===== src/rtl/fb_access_arbiter.sv =====
// rtl/fb_access_arbiter.sv - round-robin arbiter sharing the framebuffer random-access port
module fb_access_arbiter #(
    parameter int NUM_MASTERS    = 2,
    parameter int TIMEOUT_CYCLES = 1024
) (
    input  logic                           clk_pix,
    input  logic                           reset_i,
    input  logic [NUM_MASTERS-1:0]         m_sel_i,
    input  logic [NUM_MASTERS-1:0]         m_wr_i,
    input  logic [4*NUM_MASTERS-1:0]       m_mask_i,
    input  logic [24*NUM_MASTERS-1:0]      m_address_i,
    input  logic [16*NUM_MASTERS-1:0]      m_data_i,
    output logic [NUM_MASTERS-1:0]         m_ack_o,
    output logic [NUM_MASTERS-1:0]         m_err_o,
    output logic [15:0]                    m_data_o,
    output logic [$clog2(NUM_MASTERS)-1:0] grant_o,
    output logic                           busy_o,
    output logic                           fb_sel_o,
    output logic                           fb_wr_o,
    output logic [3:0]                     fb_mask_o,
    output logic [23:0]                    fb_address_o,
    output logic [15:0]                    fb_data_o,
    input  logic                           fb_ack_i,
    input  logic [15:0]                    fb_data_i,
    output logic                           timeout_err_o
);

    localparam int GW  = $clog2(NUM_MASTERS);
    localparam int WDW = (TIMEOUT_CYCLES > 1) ? $clog2(TIMEOUT_CYCLES) : 1;
    localparam logic [WDW-1:0] WD_LIMIT = WDW'((TIMEOUT_CYCLES > 0) ? TIMEOUT_CYCLES - 1 : 0);

    typedef enum logic [1:0] {
        IDLE  = 2'd0,
        REQ   = 2'd1,
        DONE  = 2'd2,
        DRAIN = 2'd3
    } state_t;

    state_t                 state, state_n;
    logic                   fb_sel, fb_sel_n;
    logic                   fb_wr, fb_wr_n;
    logic [3:0]             fb_mask, fb_mask_n;
    logic [23:0]            fb_address, fb_address_n;
    logic [15:0]            fb_data, fb_data_n;
    logic [NUM_MASTERS-1:0] m_ack, m_ack_n;
    logic [NUM_MASTERS-1:0] m_err, m_err_n;
    logic [15:0]            m_data, m_data_n;
    logic [GW-1:0]          grant, grant_n;
    logic [GW-1:0]          last, last_n;
    logic [WDW-1:0]         wdog, wdog_n;
    logic                   timeout_err, timeout_err_n;

    // Round-robin search: rotate the request vector so that bit 0 is the
    // master right after the last winner, then take the lowest set bit.
    logic [2*NUM_MASTERS-1:0] sel_dbl;
    logic [NUM_MASTERS-1:0]   sel_rot;
    logic [GW:0]              rr_start;
    logic [GW:0]              offset;
    logic [GW:0]              pick_sum;
    logic                     found;
    logic [GW-1:0]            pick;
    logic                     pick_wr;
    logic [3:0]               pick_mask;
    logic [23:0]              pick_address;
    logic [15:0]              pick_data;
    logic [NUM_MASTERS-1:0]   grant_onehot;

    assign sel_dbl  = {m_sel_i, m_sel_i};
    assign rr_start = {1'b0, last} + (GW+1)'(1);
    assign sel_rot  = sel_dbl[rr_start +: NUM_MASTERS];

    // Find the first requester after the last winner and its rotated offset.
    always_comb begin
        found  = 1'b0;
        offset = '0;
        for (int i = 0; i < NUM_MASTERS; i++) begin
            if (!found && sel_rot[i]) begin
                found  = 1'b1;
                offset = (GW+1)'(i);
            end
        end
    end

    // Map the rotated offset back to an absolute master index (mod NUM_MASTERS).
    always_comb begin
        pick_sum = rr_start + offset;
        if (pick_sum >= (GW+1)'(NUM_MASTERS)) begin
            pick_sum = pick_sum - (GW+1)'(NUM_MASTERS);
        end
        pick = pick_sum[GW-1:0];
    end

    // Select the winning master's transaction fields.
    always_comb begin
        pick_wr      = 1'b0;
        pick_mask    = 4'h0;
        pick_address = 24'h000000;
        pick_data    = 16'h0000;
        for (int i = 0; i < NUM_MASTERS; i++) begin
            if (pick == GW'(i)) begin
                pick_wr      = m_wr_i[i];
                pick_mask    = m_mask_i[4*i +: 4];
                pick_address = m_address_i[24*i +: 24];
                pick_data    = m_data_i[16*i +: 16];
            end
        end
    end

    assign grant_onehot = NUM_MASTERS'(1) << grant;

    // Next-state and next-register logic for the arbitration FSM.
    always_comb begin
        state_n       = state;
        fb_sel_n      = fb_sel;
        fb_wr_n       = fb_wr;
        fb_mask_n     = fb_mask;
        fb_address_n  = fb_address;
        fb_data_n     = fb_data;
        m_ack_n       = '0;
        m_err_n       = '0;
        m_data_n      = m_data;
        grant_n       = grant;
        last_n        = last;
        wdog_n        = wdog;
        timeout_err_n = timeout_err;
        case (state)
            IDLE: begin
                if (found) begin
                    fb_wr_n      = pick_wr;
                    fb_mask_n    = pick_mask;
                    fb_address_n = pick_address;
                    fb_data_n    = pick_data;
                    grant_n      = pick;
                    last_n       = pick;
                    fb_sel_n     = 1'b1;
                    wdog_n       = '0;
                    state_n      = REQ;
                end
            end
            REQ: begin
                if (fb_ack_i) begin
                    fb_sel_n = 1'b0;
                    m_data_n = fb_data_i;
                    m_ack_n  = grant_onehot;
                    state_n  = DONE;
                end else if ((TIMEOUT_CYCLES != 0) && (wdog == WD_LIMIT)) begin
                    fb_sel_n      = 1'b0;
                    m_data_n      = 16'h0000;
                    m_ack_n       = grant_onehot;
                    m_err_n       = grant_onehot;
                    timeout_err_n = 1'b1;
                    state_n       = DRAIN;
                end else begin
                    wdog_n = wdog + WDW'(1);
                end
            end
            DONE: begin
                state_n = IDLE;
            end
            DRAIN: begin
                // The late ack of a timed-out request is swallowed here.
                if (fb_ack_i) begin
                    state_n = IDLE;
                end
            end
            default: begin
                state_n = IDLE;
            end
        endcase
    end

    // State and datapath registers; last starts at NUM_MASTERS-1 so master 0 wins first.
    always_ff @(posedge clk_pix) begin
        if (reset_i) begin
            state       <= IDLE;
            fb_sel      <= 1'b0;
            fb_wr       <= 1'b0;
            fb_mask     <= 4'h0;
            fb_address  <= 24'h000000;
            fb_data     <= 16'h0000;
            m_ack       <= '0;
            m_err       <= '0;
            m_data      <= 16'h0000;
            grant       <= '0;
            last        <= GW'(NUM_MASTERS - 1);
            wdog        <= '0;
            timeout_err <= 1'b0;
        end else begin
            state       <= state_n;
            fb_sel      <= fb_sel_n;
            fb_wr       <= fb_wr_n;
            fb_mask     <= fb_mask_n;
            fb_address  <= fb_address_n;
            fb_data     <= fb_data_n;
            m_ack       <= m_ack_n;
            m_err       <= m_err_n;
            m_data      <= m_data_n;
            grant       <= grant_n;
            last        <= last_n;
            wdog        <= wdog_n;
            timeout_err <= timeout_err_n;
        end
    end

    // The request drops combinationally while its ack is visible so the
    // framebuffer never re-samples a request that is already completing.
    assign fb_sel_o      = fb_sel & ~fb_ack_i;
    assign fb_wr_o       = fb_wr;
    assign fb_mask_o     = fb_mask;
    assign fb_address_o  = fb_address;
    assign fb_data_o     = fb_data;
    assign m_ack_o       = m_ack;
    assign m_err_o       = m_err;
    assign m_data_o      = m_data;
    assign grant_o       = grant;
    assign busy_o        = (state != IDLE);
    assign timeout_err_o = timeout_err;

endmodule


===== config.mk =====
export PLATFORM = sky130hd
export DESIGN_NAME = fb_access_arbiter
export DESIGN_NICKNAME = d
export VERILOG_FILES = /design/src/rtl/fb_access_arbiter.sv
export SDC_FILE = /design/constraint.sdc
export NUM_CORES = 1
export LEC_CHECK = 0
export CORE_MARGIN = 3
export CORE_UTILIZATION = 40
export CTS_CLUSTER_SIZE = 40
export DETAILED_ROUTE_END_ITERATION = 8
export DONT_BUFFER_PORTS = 1
export PLACE_DENSITY = 0.68
export SYNTH_ARGS = -nofsm -noshare
export SYNTH_HDL_FRONTEND = slang
export SYNTH_SLANG_ARGS = --single-unit

===== constraint.sdc =====
create_clock -name clk_pix -period 1.8 [get_ports clk_pix]
set_input_delay 0.09 -clock clk_pix [delete_from_list [all_inputs] [get_ports clk_pix]]
set_output_delay 0.09 -clock clk_pix [all_outputs]
set_load 0.1 [all_outputs]

# --- After elaboration in Yosys (flattened, before gate mapping) ---
# Index checks and enable logic that the tools add are counted.
totals:
  register_bits: 81
  in_bits: 111
  output_inout_bits: 69
  wordCells: 71
op_classes:
  addsub: 4
  n_lt_le_gt_ge: 1
  eq_ne: 9
  shifts: 2
  n_mux: 25
  n_bitwise: 3
  reduce_logical: 14
ops:
  columns: ["operator", "count"]
  rows:
  - ["16-bit 2-to-1 mux", 3]
  - ["10-bit 2-to-1 mux", 3]
  - ["24-bit 2-to-1 mux", 1]
  - ["10-bit one-hot mux with 2 select lines", 1]
  - ["2-bit 2-to-1 mux", 6]
  - ["10-bit by 1-bit adder with 10-bit output (second input constant)", 1]
  - ["10-bit == test (second input constant)", 1]
  - ["3-bit AND reduction", 3]
  - ["1-bit 2-to-1 mux", 8]
  - ["2-bit inequality test (second input constant)", 4]
  - ["2-bit one-hot mux with 4 select lines", 1]
  - ["2-bit nonzero test", 3]
  - ["2-bit == test (second input constant)", 2]
  - ["4-bit 2-to-1 mux", 1]
  - ["2-bit AND reduction", 2]
  - ["4-bit AND reduction", 1]
  - ["4-bit by 3-bit variable part select with 2-bit output", 1]
  - ["3-bit inequality test (second input constant)", 1]
  - ["3-bit OR reduction", 1]
  - ["1-bit by 1-bit adder with 2-bit output (second input constant)", 1]
  - ["2-bit by 1-bit adder with 2-bit output", 1]
  - ["2-bit by 1-bit == test with 1-bit output (second input constant)", 1]
  - ["2-bit greater-or-equal comparator (second input constant)", 1]
  - ["2-bit zero test", 1]
  - ["8 further kinds", 9]

# --- Logic depth before layout (Yosys ltp) ---
depth:
  ltp_word: 10
  mapped_depth: 6
  ltp_nobuf: 5

# --- Worst setup path after synthesis ---
# Ideal clock, no wire load.
synth_timing:
  path_type: "register to register"
  start: "register state[1]"
  end: "register grant (netlist: grant_o)"
  setup_ns: 0.086
  arrival_ns: 1.722
  t_required_ns: 1.714
  path_slack_ns: -0.008
  stages_incl_launch_ff: 7
  n_path_buf: 2
  period_less_slack_ns: 1.808
  cell_sequence: "dfxtp_1 or2_2 nor2_1 buf_2 buf_2 nor2_1 a211oi_1"
synth_between:
  elab_chain_len: 2
synth_rtl:
  columns: ["element", "line", "text"]
  rows:
  - ["start, declared", "39", "state_t state, state_n;"]
  - ["start signal, assigned", "189", "state <= state_n;"]
  - ["2-bit zero test", "126", "case (state)"]
  - ["2-bit AND reduction (no source line)", null, null]
  - ["end signal, assigned", "198", "grant <= grant_n;"]
  - ["end, declared", "48", "logic [GW-1:0] grant, grant_n;"]
# Every way passes these cells.
# A chain may end at the register's enable or synchronous reset.

# --- Worst setup path after layout ---
layout_timing:
  start: "register state[1]"
  end: "register fb_address[6] (netlist: fb_address_o[6])"
layout_between:
  elab_chain_len: 2
layout_rtl:
  columns: ["element", "line", "text"]
  rows:
  - ["2-bit zero test", "126", null]
  - ["2-bit AND reduction (no source line)", null, null]
  - ["end signal, assigned", "193", "fb_address <= fb_address_n;"]
  - ["end, declared", "43", "logic [23:0] fb_address, fb_address_n;"]
# Every way passes these cells.

==> flow_summary_export.csv <==
group,metric,value,unit
logic_synthesis,ys_types,34,
logic_synthesis,synth_top_area_cell,"dfxtp_1",
critical_path,cp.required,2.02,ns
logic_synthesis,yosys_warnings,0,
critical_path,end_kind,"flip-flop",
flow_run,maxCapViolCount,0,
route,viasPerCell,5.443,
route,ant_nets,0,
hold_path,hold_class,"primary input to flip-flop",
grt,grt_pass1_wl,18130,um
hold_path,min_delay_path_depth,2,
timing,skew,0.01247,ns
critical_path,cp-start-kind,"flip-flop",
cts,path_clk_slew,0.08,ns
grt,first_global_vias,3686,
critical_path,setup.worst_path.class,"flip-flop to flip-flop",
place,place_congestion,0.8793,
timing,worstMarginPinSlew,0.6798,ns
critical_path,crit_chain,"or2_4, nor2_4, buf_12, nor2_1, a211oi_1",
timing,post-route-min-period,1.723,ns
timing,holdWs,0.007299,ns
die,core,8299,sq um
timing,hold_viol,0,
route,drc,0,
cts,root_buffer,"clkbuf_8",
place,dp_cells,534,
grt,grt_use_met1,0.2703,
cts,htree_levels,3,
grt,busiest_layer,"met2",
power_and_ir_drop,power.density,1051,nW/um^2
cts,cts_tree,"built",
power_and_ir_drop,p_leak,2.224,nW
route,wl_per_cell,16.93,um
critical_path,reg2reg_depth,5,
route,wirelength,10920,um
logic_synthesis,synth-async-reset-ratio,0,
logic_synthesis,syn_inst,382,
power_and_ir_drop,finalPower,5.564,mW
grt,grt_max_degree,94,
final_layout,antenna_cells,0,
logic_synthesis,synth_edf_count,0,
final_layout,synthToLayoutAreaGrowth,53.02,%
logic_synthesis,syn_area_per_cell,9.056,sq um
logic_synthesis,syn-cell-area,3460,sq um
final_layout,fin_cells,645,
logic_synthesis,synth-seq-area-share,0.4687,
logic_synthesis,synth.net_count,494,
route,first_pass_iters,4,
critical_path,critPathArrivalTime,1.94,ns
die,row_count,33,
run_status,run_status,"completed",
die,die_area,9801,sq um
logic_synthesis,post-synth-top-count-cell,"dfxtp_1",
cts,numCtsBuffers,9,
logic_synthesis,synth_top_area_frac,0.4687,
timing,drv_slew,0,
timing,slew_headroom,0.5453,
logic_synthesis,synth.area.top_cells,"dfxtp_1 47%, mux2i_1 13%, a211oi_1 10%, nor2_1 6.0%, a21oi_1 3.5%",
logic_synthesis,synth_flop_cell,"dfxtp_1",
logic_synthesis,ys_ff_latch,81,
cts,clk_path_buf_depth,2,
power_and_ir_drop,ir_drop,634.7,uV
timing,max_freq,580.5,MHz
logic_synthesis,synth_common_cells,"81 x dfxtp_1, 55 x nor2_1, 46 x a211oi_1, 46 x mux2i_1, 24 x a21oi_1",
timing,setup_viol,0,
place,dp_hpwl,6219,um
die,initial_core_util,0.4169,
grt,use_met2,0.3827,
die,fp.dieH,99,um
timing,period_share,0.9570,
final_layout,drive_above_1_share,0.1963,
die,ios,180,
critical_path,crit_path_max_fanout,93,
place,io_buffers,0,
critical_path,crit_path_top_delay_cell,"dfxtp_1",
cts,clock_latency,0.34,ns
grt,grtUsageMet3,0.07785,
grt,grt_use_total,0.2278,
timing,rsz0062_at_grt,"yes",
final_layout,nNetsFinal,648,
final_layout,fillers,629,
grt,overflow,0,
cts,clock-sinks,81,
route,vias,3511,
die,chipWidth,99,um
timing,tns,0,ns
critical_path,slowest_delay,0.36,ns
route,drt_iter0_markers,181,
grt,grt_antenna_before_repair,0,
cells in the final DEF (no fill, tap or decap), types with 6 or more instances in the layout:
| cell type | Yosys | routed |
|---|---|---|
| mux2i_1 | 46 | 46 |
| nand2_1 | 7 | 7 |
| buf_4 | 0 | 77 |
| o21ai_0 | 22 | 21 |
| nor2_1 | 55 | 54 |
| nand3_1 | 22 | 22 |
| dlygate4sd3_1 | 0 | 95 |
| a21oi_1 | 24 | 24 |
| a211oi_1 | 46 | 46 |
| clkbuf_8 | 0 | 10 |
| nor3_1 | 6 | 6 |
| dfxtp_1 | 81 | 78 |
metal layers:
| layer | share of wire | vias up |
|---|---|---|
| li1 | - | 1715 |
| met1 | 0.40 | 1614 |
| met2 | 0.50 | 162 |
| met3 | 0.084 | 20 |
| met4 | 0.018 | 0 |
| met5 | 0 | - |
worst max-delay path, delay by kind of cell, from the launching register on:
kind,cells,cell delay [ns]
AO/OA/AOI/OAI,1,0.34
AND/OR/NAND/NOR,3,0.54
flip-flops,1,0.36
buffers and inverters,1,0.29
timing repair:
item	in CTS	in global routing
buffers inserted	0	0
endpoints found under the hold margin	81	0
hold buffers	96	0
gates resized for setup	0	6
setup endpoints to repair	0	23
state kept, by name, summed over array words and instances (netlist names), 2 cells and up:
register / count
state: 2
fb_mask_o: 4
fb_address_o: 24
fb_data_o: 16
m_err_o: 2
wdog: 10
m_data_o: 16
m_ack_o: 2
per-stage QoR:
stage	util	area, sq um	setup slack [ns]
2_1_floorplan	-	3462	0.04923
3_3_place_gp	0.4931	4093	0.1079
3_5_place_dp	0.4931	4093	0.09335
4_1_cts	0.6364	5281	0.07262
5_1_grt	0.6379	5294	-0.03377
6_report	0.6379	5294	0.07744
cell type report:
class	count	area, sq um	area share
clock buffer	12	145.1	0.02742
clock inverter	3	65.06	0.01229
inverter	2	7.507	0.001418
multi-input combinational	267	1723	0.3255
sequential	81	1625	0.3070
tap	105	131.4	0.02482
timing repair buffer	175	1597	0.3016
logic make-up (layout without fill, tap and decap cells):
family	Yosys count	after routing	share of synthesized area
and+or+nand+nor	116	116	0.1606
AOI/OAI and AO/OA	102	102	0.1881
DFF	81	81	0.4687
muxes	47	47	0.1363
buffers and inverters	34	192	0.03979
adders and majority gates	2	2	0.006509
power breakdown:
part	internal, mW	leakage, nW	switching, mW
logic	0.561	1.45	1.52
clock network	0.812	0.106	0.628
registers	1.95	0.668	0.0927
worst paths after layout:
kind                start               to  slack [ns]
max reg2reg      state[1]  fb_address_o[6]        0.08
min reg2reg  m_data_o[13]     m_data_o[13]        0.48
max              state[1]  fb_address_o[6]        0.08
min             m_wr_i[1]          fb_wr_o       0.007
No activity file was read; power rests on OpenSTA's default activity.
